--- src/rtl/urna_apuracao.sv ---
// Vote tally for the voting machine: synchronises the pushbuttons, classifies confirmed numbers, keeps
// saturating BCD tallies, holds a post-vote lockout and drives two 7-segment digits. Optional: URNA_ENCERRA_EN.
module urna_apuracao #(
   parameter logic [7:0] CAND0    = 8'h13,
   parameter logic [7:0] CAND1    = 8'h45,
   parameter logic [7:0] CAND2    = 8'h17,
   parameter logic [7:0] CAND3    = 8'h22,
   parameter int         LOCK_CYC = 16
) (
   input  logic       clk,
   input  logic       rst,
   input  logic [3:0] bcd1,
   input  logic [3:0] bcd2,
   input  logic       key_conf,
   input  logic       key_branco,
`ifdef URNA_ENCERRA_EN
   input  logic       key_fim,
`endif
   input  logic [2:0] sel,
   output logic       voto_ok,
   output logic       busy,
   output logic [6:0] hex1,
   output logic [6:0] hex2,
   output logic [1:0] estado
);

   localparam int LW = (LOCK_CYC > 2) ? $clog2(LOCK_CYC) : 1;

   typedef enum logic [1:0] {ESPERA = 2'd0, GRAVA = 2'd1, TRAVA = 2'd2} state_t;

   state_t        state, state_d;
   logic [LW-1:0] lock, lock_d;
   logic [2:0]    kind, kind_d, kind_cls;
   logic [7:0]    cnt [0:6];
   logic [7:0]    shown;
   logic [2:0]    sc, sb;
   logic          conf_stb, branco_stb, encerrada;

   // bit0/bit1 are the synchroniser, bit2 holds the previous synchronised level for edge detection
   always_ff @(posedge clk) begin
      if (!rst) begin
         sc <= 3'b111;
         sb <= 3'b111;
      end else begin
         sc <= {sc[1:0], key_conf};
         sb <= {sb[1:0], key_branco};
      end
   end

   assign conf_stb   = sc[2] & ~sc[1];
   assign branco_stb = sb[2] & ~sb[1];

`ifdef URNA_ENCERRA_EN
   logic [2:0] sf;
   logic       fim_stb;

   always_ff @(posedge clk) begin
      if (!rst) begin
         sf        <= 3'b111;
         encerrada <= 1'b0;
      end else begin
         sf <= {sf[1:0], key_fim};
         if (fim_stb && state != GRAVA) encerrada <= 1'b1;
      end
   end

   assign fim_stb = sf[2] & ~sf[1];
`else
   assign encerrada = 1'b0;
`endif

   // kind encoding: 0-3 candidates, 4 blank, 5 null (also the tally index)
   always_comb begin
      kind_cls = 3'd5;
      if      ({bcd1, bcd2} == CAND0) kind_cls = 3'd0;
      else if ({bcd1, bcd2} == CAND1) kind_cls = 3'd1;
      else if ({bcd1, bcd2} == CAND2) kind_cls = 3'd2;
      else if ({bcd1, bcd2} == CAND3) kind_cls = 3'd3;
   end

   always_ff @(posedge clk) begin
      if (!rst) begin
         state <= ESPERA;
         lock  <= '0;
         kind  <= 3'd0;
      end else begin
         state <= state_d;
         lock  <= lock_d;
         kind  <= kind_d;
      end
   end

   always_comb begin
      state_d = state;
      lock_d  = lock;
      kind_d  = kind;
      case (state)
         ESPERA: begin
            if (!encerrada) begin
               if (branco_stb) begin
                  kind_d  = 3'd4;
                  state_d = GRAVA;
               end else if (conf_stb) begin
                  kind_d  = kind_cls;
                  state_d = GRAVA;
               end
            end
         end
         GRAVA: begin
            lock_d  = LW'(LOCK_CYC - 1);
            state_d = TRAVA;
         end
         TRAVA: begin
            if (lock == '0) state_d = ESPERA;
            else            lock_d  = lock - LW'(1);
         end
         default: state_d = ESPERA;
      endcase
   end

   assign voto_ok = (state == GRAVA);
   assign busy    = (state == TRAVA) | encerrada;
   assign estado  = state;

   function automatic logic [7:0] bcd_inc(input logic [7:0] v);
      if (v == 8'h99)            return v;
      else if (v[3:0] == 4'd9)   return {v[7:4] + 4'd1, 4'd0};
      else                       return {v[7:4], v[3:0] + 4'd1};
   endfunction

   // index 6 is the running total of all recorded votes
   always_ff @(posedge clk) begin
      if (!rst) begin
         for (int i = 0; i < 7; i++) cnt[i] <= 8'h00;
      end else if (state == GRAVA) begin
         cnt[kind] <= bcd_inc(cnt[kind]);
         cnt[6]    <= bcd_inc(cnt[6]);
      end
   end

   always_comb begin
      shown = cnt[6];
      case (sel)
         3'd0: shown = cnt[0];
         3'd1: shown = cnt[1];
         3'd2: shown = cnt[2];
         3'd3: shown = cnt[3];
         3'd4: shown = cnt[4];
         3'd5: shown = cnt[5];
         default: shown = cnt[6];
      endcase
   end

   function automatic logic [6:0] seg(input logic [3:0] d);
      case (d)
         4'd0: return 7'b1000000;
         4'd1: return 7'b1111001;
         4'd2: return 7'b0100100;
         4'd3: return 7'b0110000;
         4'd4: return 7'b0011001;
         4'd5: return 7'b0010010;
         4'd6: return 7'b0000010;
         4'd7: return 7'b1111000;
         4'd8: return 7'b0000000;
         4'd9: return 7'b0010000;
         default: return 7'b1111111;
      endcase
   endfunction

   assign hex1 = seg(shown[3:0]);
   assign hex2 = seg(shown[7:4]);

endmodule

--- config.mk ---
export PLATFORM = sky130hd
export DESIGN_NAME = urna_apuracao
export DESIGN_NICKNAME = d
export VERILOG_FILES = /design/src/rtl/urna_apuracao.sv
export SDC_FILE = /design/constraint.sdc
export NUM_CORES = 1
export LEC_CHECK = 0
export CAP_MARGIN = 20
export CORE_ASPECT_RATIO = 0.9
export CORE_MARGIN = 8
export CORE_UTILIZATION = 54
export DETAILED_ROUTE_END_ITERATION = 12
export PLACE_DENSITY = 0.84
export SETUP_SLACK_MARGIN = 0.02
export SYNTH_ARGS = -nofsm -noshare
export SYNTH_HDL_FRONTEND = slang
export SYNTH_SLANG_ARGS = --single-unit
--- constraint.sdc ---
create_clock -name clk -period 4.75 [get_ports clk]
set_clock_uncertainty 0.1 [all_clocks]
set_input_delay 1.425 -clock clk [delete_from_list [all_inputs] [get_ports clk]]
set_output_delay 1.425 -clock clk [all_outputs]
set_load 0.01 [all_outputs]
==> results.py, run 1 <==
metrics = {
    "status": {
        "status": "finished, final reports clean",
    },
    "global_routing": {
        "grt_pass1_vias": 3773,
        "grt_pass1_wl_um": 19000,
        "grt.overflow.total": 0,
        "antenna_found_initial": 0,
        "grt_max_degree": 25,
        "grt_use_total_pct": 20.0,
    },
    "critical_path": {
        "critPathMaxFanout": 13,
        "start_kind": "input pin",
        "crit_slowest_cell": "nand3b_1",
        "worst_setup_path_end_kind": "primary output",
        "crit_path_frequent_cell": "buf_4",
        "crit_arrival_ns": 3.16,
        "r2r_cells": 7,
        "worst_ep_required_time_ns": 3.22,
        "crit_type": "input pin to primary output",
        "worst_path_largest_cell_delay_ns": 0.22,
        "r2r-end": "cnt[5][3]",
        "path_cells": "buf_4 > buf_6 > buf_4 > nand3b_1 > a21oi_2 > a21oi_2 > buf_4 > buf_4 > ha_1 > a2bb2oi_2 > buf_2",
        "ff2ff_setup_slack_ns": 1.41,
    },
    "place": {
        "port_buffers": 32,
        "place_hpwl_um": 8470,
        "place_area_um2": 5370,
        "routabilityCongestion": 0.864,
        "dp_cells": 585,
    },
    "drt": {
        "drcViolationCount": 0,
        "drtIter0Drc": 275,
        "dr.pass1.iters": 5,
        "wire_per_inst_um": 19.0,
        "antenna_left": 0,
        "drt_wl_total_um": 11700,
        "routed_via_density": 6.12,
        "num_vias": 3752,
    },
    "cells_and_area": {
        "utilization_pct": 67.3,
        "synthToLayoutAreaGrowth_pct": 20.9,
        "final_nets": 519,
        "instances_no_fill": 613,
        "n_antenna_cell": 0,
        "drive_above_1_share_pct": 27.3,
        "fillCellCount": 649,
        "stdcell_area_um2": 5770,
    },
    "synthesis": {
        "synth.largest_area_cell": "edfxtp_1",
        "syn_nets": 457,
        "synth.most_common_cell": "edfxtp_1",
        "ys_ff_latch": 82,
        "synth_warnings": 0,
        "ys_seq_area_share_pct": 47.8,
        "yosys-top-cells-count": "64 x edfxtp_1, 38 x nor2_1, 30 x nand2_1, 29 x a21oi_1, 18 x dfxtp_1",
        "synth-main-ff-cell": "edfxtp_1",
        "yosys-top-cells-area": "edfxtp_1 40%, mux4_2 8.0%, dfxtp_1 7.6%",
        "synth-edff-count": 64,
        "synthDistinctLibCells": 60,
        "syn_area_per_cell_um2": 11.2,
        "postSynth.asyncResetShare_pct": 0,
        "netlist_instances": 427,
        "syn-cell-area_um2": 4770,
        "yosysTopAreaCellShare_pct": 40.3,
    },
    "timing": {
        "slew_viol_final": 0,
        "grt_setup_unrepaired": "yes",
        "final.min_clock_period_ns": 4.68,
        "hold_viol": 0,
        "slew_headroom_pct": 49.6,
        "worst_slew_pin_slew_ns": 0.745,
        "fmax_mhz": 213,
        "period_share_pct": 98.6,
        "setup_viol": 0,
    },
    "power_and_ir_drop": {
        "pwr-share-comb_pct": 21.2,
        "power_frac_seq_pct": 49.6,
        "p_leak_uw": 0.00215,
        "internal_power_uw": 1220,
        "switchingPower_uw": 469,
        "pwr-share-clk_pct": 29.2,
        "powerDensity_nw_per_um2": 292,
        "total_power_uw": 1690,
        "ir_drop_v": 0.000157,
        "switching_share_pct": 27.8,
    },
    "clocking": {
        "htreeDepth": 3,
        "cts_tree": "yes",
        "clockBufferDepth": 2,
        "root_buffer": "clkbuf_8",
        "clkLatencyLatePin_ns": 0.35,
        "holdBufCountCts": 0,
        "clk_pin_slew_ns": 0.08,
        "cts_made_buffers": 9,
        "clock_sinks": 82,
    },
    "floorplan": {
        "num_rows": 32,
        "core_area_um2": 8570,
        "chipHeight_um": 105,
        "die_w_um": 115,
        "ios": 33,
        "floorplan.initialDensity_pct": 55.7,
        "die_area_um2": 12100,
    },
    "min_path": {
        "holdCritStartpoint": "sc[0]",
        "worstHoldEndpoint": "sc[1]",
        "min_path_type": "flop to flop",
        "hold_depth": 1,
    },
    "run": {
        "max_cap_violations": 0,
    },
}
## through the flow
stage	hold WS (ns)	worst slack [ns]	setup TNS [ns]
final	0.312	0.0657	0
after floorplan	0.286	0.0569	0
after detailed placement	0.297	-0.757	-9.65
after CTS	0.317	0.00282	0
after global routing	0.335	-0.0102	-0.0219
after global placement	0.293	-0.668	-8.64
## timing repair
action | CTS | global route
setup endpoints to repair | 14 | 14
setup buffers | 8 | 2
gates resized for setup | 78 | 24
pin swaps | 13 | 6
cloned | 2 | 0
## metal layers
metal  track usage [%]  share of wire, %  routed length, um  up-vias
met5                 0                 0                  0        -
li1                  -                 -                  -     1730
met3              4.55               9.2               1080       36
met2              32.7                47               5440      186
met1              24.2                40               4690     1800
met4              9.93               3.8                446        0
## worst max path at each step
stage	from	endpoint	slack, ns
after floorplan	sel[2]	hex2[0]	0.06
after global placement	sel[0]	hex1[6]	-0.67
after detailed placement	sel[2]	hex2[0]	-0.76
after CTS	sel[2]	hex2[0]	0.003
after global routing	sel[2]	hex1[6]	-0.01
final	sel[0]	hex2[0]	0.07
## worst max-delay path, delay by kind of cell
family,cells,cell delay [ns]
and+or+nand+nor,1,0.22
AOI/OAI and AO/OA,3,0.42
buffers and inverters,6,0.89
adders and majority gates,1,0.20
## cell type report
type,count,area (um2),share of cell area [%]
Clock buffer,12,168,2.91
Clock inverter,4,30.0,0.521
Inverter,17,68.8,1.19
Multi-Input combinational cell,306,2460,42.7
Sequential cell,82,2280,39.6
Tap cell,119,149,2.58
Timing Repair Buffer,73,608,10.5
## flip-flops by register name (all words and copies together), names as in the netlist, named ones only
name / cells
cnt: 64
lock: 4
kind: 3
sb: 3
sc: 3
estado: 2
## power by group through the flow
| stage | clock network, uW | logic (uW) | registers, uW |
|---|---|---|---|
| global route | 520 | 390 | 840 |
| finish | 492 | 358 | 836 |
| floorplan | 0 | 217 | 829 |
| CTS | 493 | 346 | 835 |
| global placement | 0 | 320 | 849 |
| detailed placement | 0 | 333 | 852 |
## cells by family after synthesis
family | count (synthesis) | share of synthesized area (%)
fa+ha+maj | 15 | 3.93
compound gates | 88 | 12.3
flops | 82 | 47.8
buf+inv | 39 | 3.36
xor+xnor | 6 | 1.10
mux | 44 | 14.1
simple gates | 153 | 17.3
## cells in the final DEF, fill, tap and decap left out, types with 13 or more instances in the layout
| cell type | instances |
|---|---|
| a21oi_1 | 22 |
| buf_2 | 13 |
| buf_4 | 32 |
| clkdlybuf4s50_1 | 15 |
| dfxtp_1 | 18 |
| edfxtp_1 | 64 |
| inv_1 | 14 |
| mux2i_1 | 13 |
| mux4_2 | 17 |
| nand2_1 | 29 |
| nand2b_1 | 13 |
| nand3_1 | 13 |
| nor2_1 | 37 |
| nor3_1 | 14 |
(Power assumes the default switching activity.)
==> run 2: changes to the inputs <==
--- a/config.mk
+++ b/config.mk
@@ -5,12 +5,12 @@
 export SDC_FILE = /design/constraint.sdc
 export NUM_CORES = 1
 export LEC_CHECK = 0
-export CAP_MARGIN = 20
+export CAP_MARGIN = 10
 export CORE_ASPECT_RATIO = 0.9
 export CORE_MARGIN = 8
 export CORE_UTILIZATION = 54
 export DETAILED_ROUTE_END_ITERATION = 12
-export PLACE_DENSITY = 0.84
+export PLACE_DENSITY = 0.77
 export SETUP_SLACK_MARGIN = 0.02
 export SYNTH_ARGS = -nofsm -noshare
 export SYNTH_HDL_FRONTEND = slang
==> results.py, run 2 (synthesized netlist as in run 1, its figures left out) <==
metrics = {
    "critical_path": {
        "worst_setup_path_end_kind": "primary output",
        "crit_arrival_ns": 3.14,
        "crit_type": "input pin to primary output",
        "start_kind": "input pin",
        "critPathMaxFanout": 5,
        "worst_ep_required_time_ns": 3.22,
    },
    "power_and_ir_drop": {
        "powerDensity_nw_per_um2": 300,
        "p_leak_uw": 0.00219,
        "ir_drop_v": 0.000150,
    },
    "cells_and_area": {
        "largestRegisters": "cnt x64, lock x4",
        "top_register": "cnt",
        "final_nets": 520,
        "final_cell_mix": "64 x edfxtp_1, 38 x nor2_1, 33 x buf_4",
        "fillCellCount": 608,
        "synthToLayoutAreaGrowth_pct": 23.1,
        "regArea_um2": 2280,
        "n_antenna_cell": 0,
        "drive_above_1_share_pct": 27.7,
        "final_common_cell": "edfxtp_1",
        "multiInputGateArea_um2": 2490,
        "largest_register_ffs": 64,
        "stdcell_area_um2": 5870,
    },
    "floorplan": {
        "chipHeight_um": 105,
        "ios": 33,
        "num_rows": 32,
        "floorplan.initialDensity_pct": 55.7,
        "die_area_um2": 12100,
        "die_w_um": 115,
        "core_area_um2": 8570,
    },
    "clocking": {
        "clkLatencyLatePin_ns": 0.35,
        "clock_sinks": 82,
        "holdBufCountCts": 0,
        "clk_pin_slew_ns": 0.08,
        "root_buffer": "clkbuf_8",
        "htreeDepth": 3,
        "clockBufferDepth": 2,
        "cts_made_buffers": 9,
        "cts_tree": "yes",
    },
    "timing": {
        "setup_viol": 0,
        "hold_viol": 0,
        "fmax_mhz": 214,
        "period_share_pct": 98.2,
        "slew_viol_final": 0,
        "final.min_clock_period_ns": 4.67,
        "worst_slew_pin_slew_ns": 0.899,
        "setup_tns_ns": 0,
        "grt_setup_unrepaired": "no",
        "slew_headroom_pct": 40.0,
    },
    "drt": {
        "dr.pass1.iters": 5,
        "drt_wl_total_um": 11800,
        "routed_via_density": 6.11,
        "wire_per_inst_um": 19.3,
        "num_vias": 3752,
        "drtIter0Drc": 308,
        "drcViolationCount": 0,
        "antenna_left": 0,
    },
    "global_routing": {
        "grt_use_total_pct": 19.6,
        "grt.overflow.total": 0,
        "grt_pass1_vias": 3593,
        "grt_max_degree": 24,
        "grt_pass1_wl_um": 18600,
        "antenna_found_initial": 0,
    },
    "place": {
        "place_area_um2": 5400,
        "routabilityCongestion": 0.925,
        "place_hpwl_um": 8590,
        "port_buffers": 32,
    },
    "status": {
        "status": "finished, final reports clean",
    },
    "min_path": {
        "min_path_type": "flop to flop",
    },
    "run": {
        "max_cap_violations": 0,
    },
}
run 2: changes by cell type in the layout (fill, tap and decap cells not counted), sizes merged:
cell	delta
buf	+1
dlygate4sd2	-1
bufbuf	+1
clkinv	-1
clkbuf	+3
inv	-3
clkinvlp	+1
run 2: report_power, final:
part           internal [uW]  total [uW]  switching (uW)
sequential               801         836            35.6
combinational            177         361             185
clock                    319         562             244
total                   1300        1760             464
run 2: final cells by class:
cell class / count / area share [%]
clock inverter: 1 / 0.107
clock buffer: 15 / 3.94
inverter: 17 / 1.19
multi-input combinational: 306 / 42.4
timing repair buffer: 74 / 11.0
tap: 119 / 2.54
sequential: 82 / 38.9
run 2: layer usage:
layer  vias up  GRT usage, %  routed length [um]
met4         0          9.47                 329
met1      1776          25.0                4830
li1       1733             -                   -
met5         -             0                   0
met2       212          30.7                5460
met3        31          4.66                1210
run 2: through the flow:
stage / total power (uW) / instances / util, % / hold slack, ns / setup WS (ns)
3_5_place_dp: 1190 / 587 / 63.1 / 0.301 / -0.757
3_3_place_gp: 1180 / 587 / 63.1 / 0.289 / -0.723
5_1_grt: 1820 / 614 / 68.5 / 0.328 / 0.0192
4_1_cts: 1750 / 613 / 68.1 / 0.321 / 0.0224
2_1_floorplan: 1050 / 427 / - / 0.286 / 0.0569
6_report: 1760 / 614 / 68.5 / 0.315 / 0.0835
run 2: worst max-delay path: stages:
cell     delay [ns]
buf_2          0.13
buf_6          0.13
or3b_2         0.45
a21oi_2        0.16
o32ai_2        0.10
buf_4          0.17
or2_4          0.25
o22a_1         0.20
buf_2          0.14
run 2: path summary, 6_finish.rpt:
check             slack [ns]  cells after the start   endpoint   start
setup / recovery        0.08                      9    hex1[5]  sel[2]
hold / removal          0.32                      1      sc[1]   sc[0]
setup reg to reg        1.25                      6  cnt[7][3]    flop
hold reg to reg         0.32                      1      sc[1]   sc[0]
run 2: timing repair:
item	in CTS	in global routing
setup endpoints to repair	14	10
buffers inserted	8	2
pin swaps	10	7
gates resized for setup	101	14
gates cloned	2	0
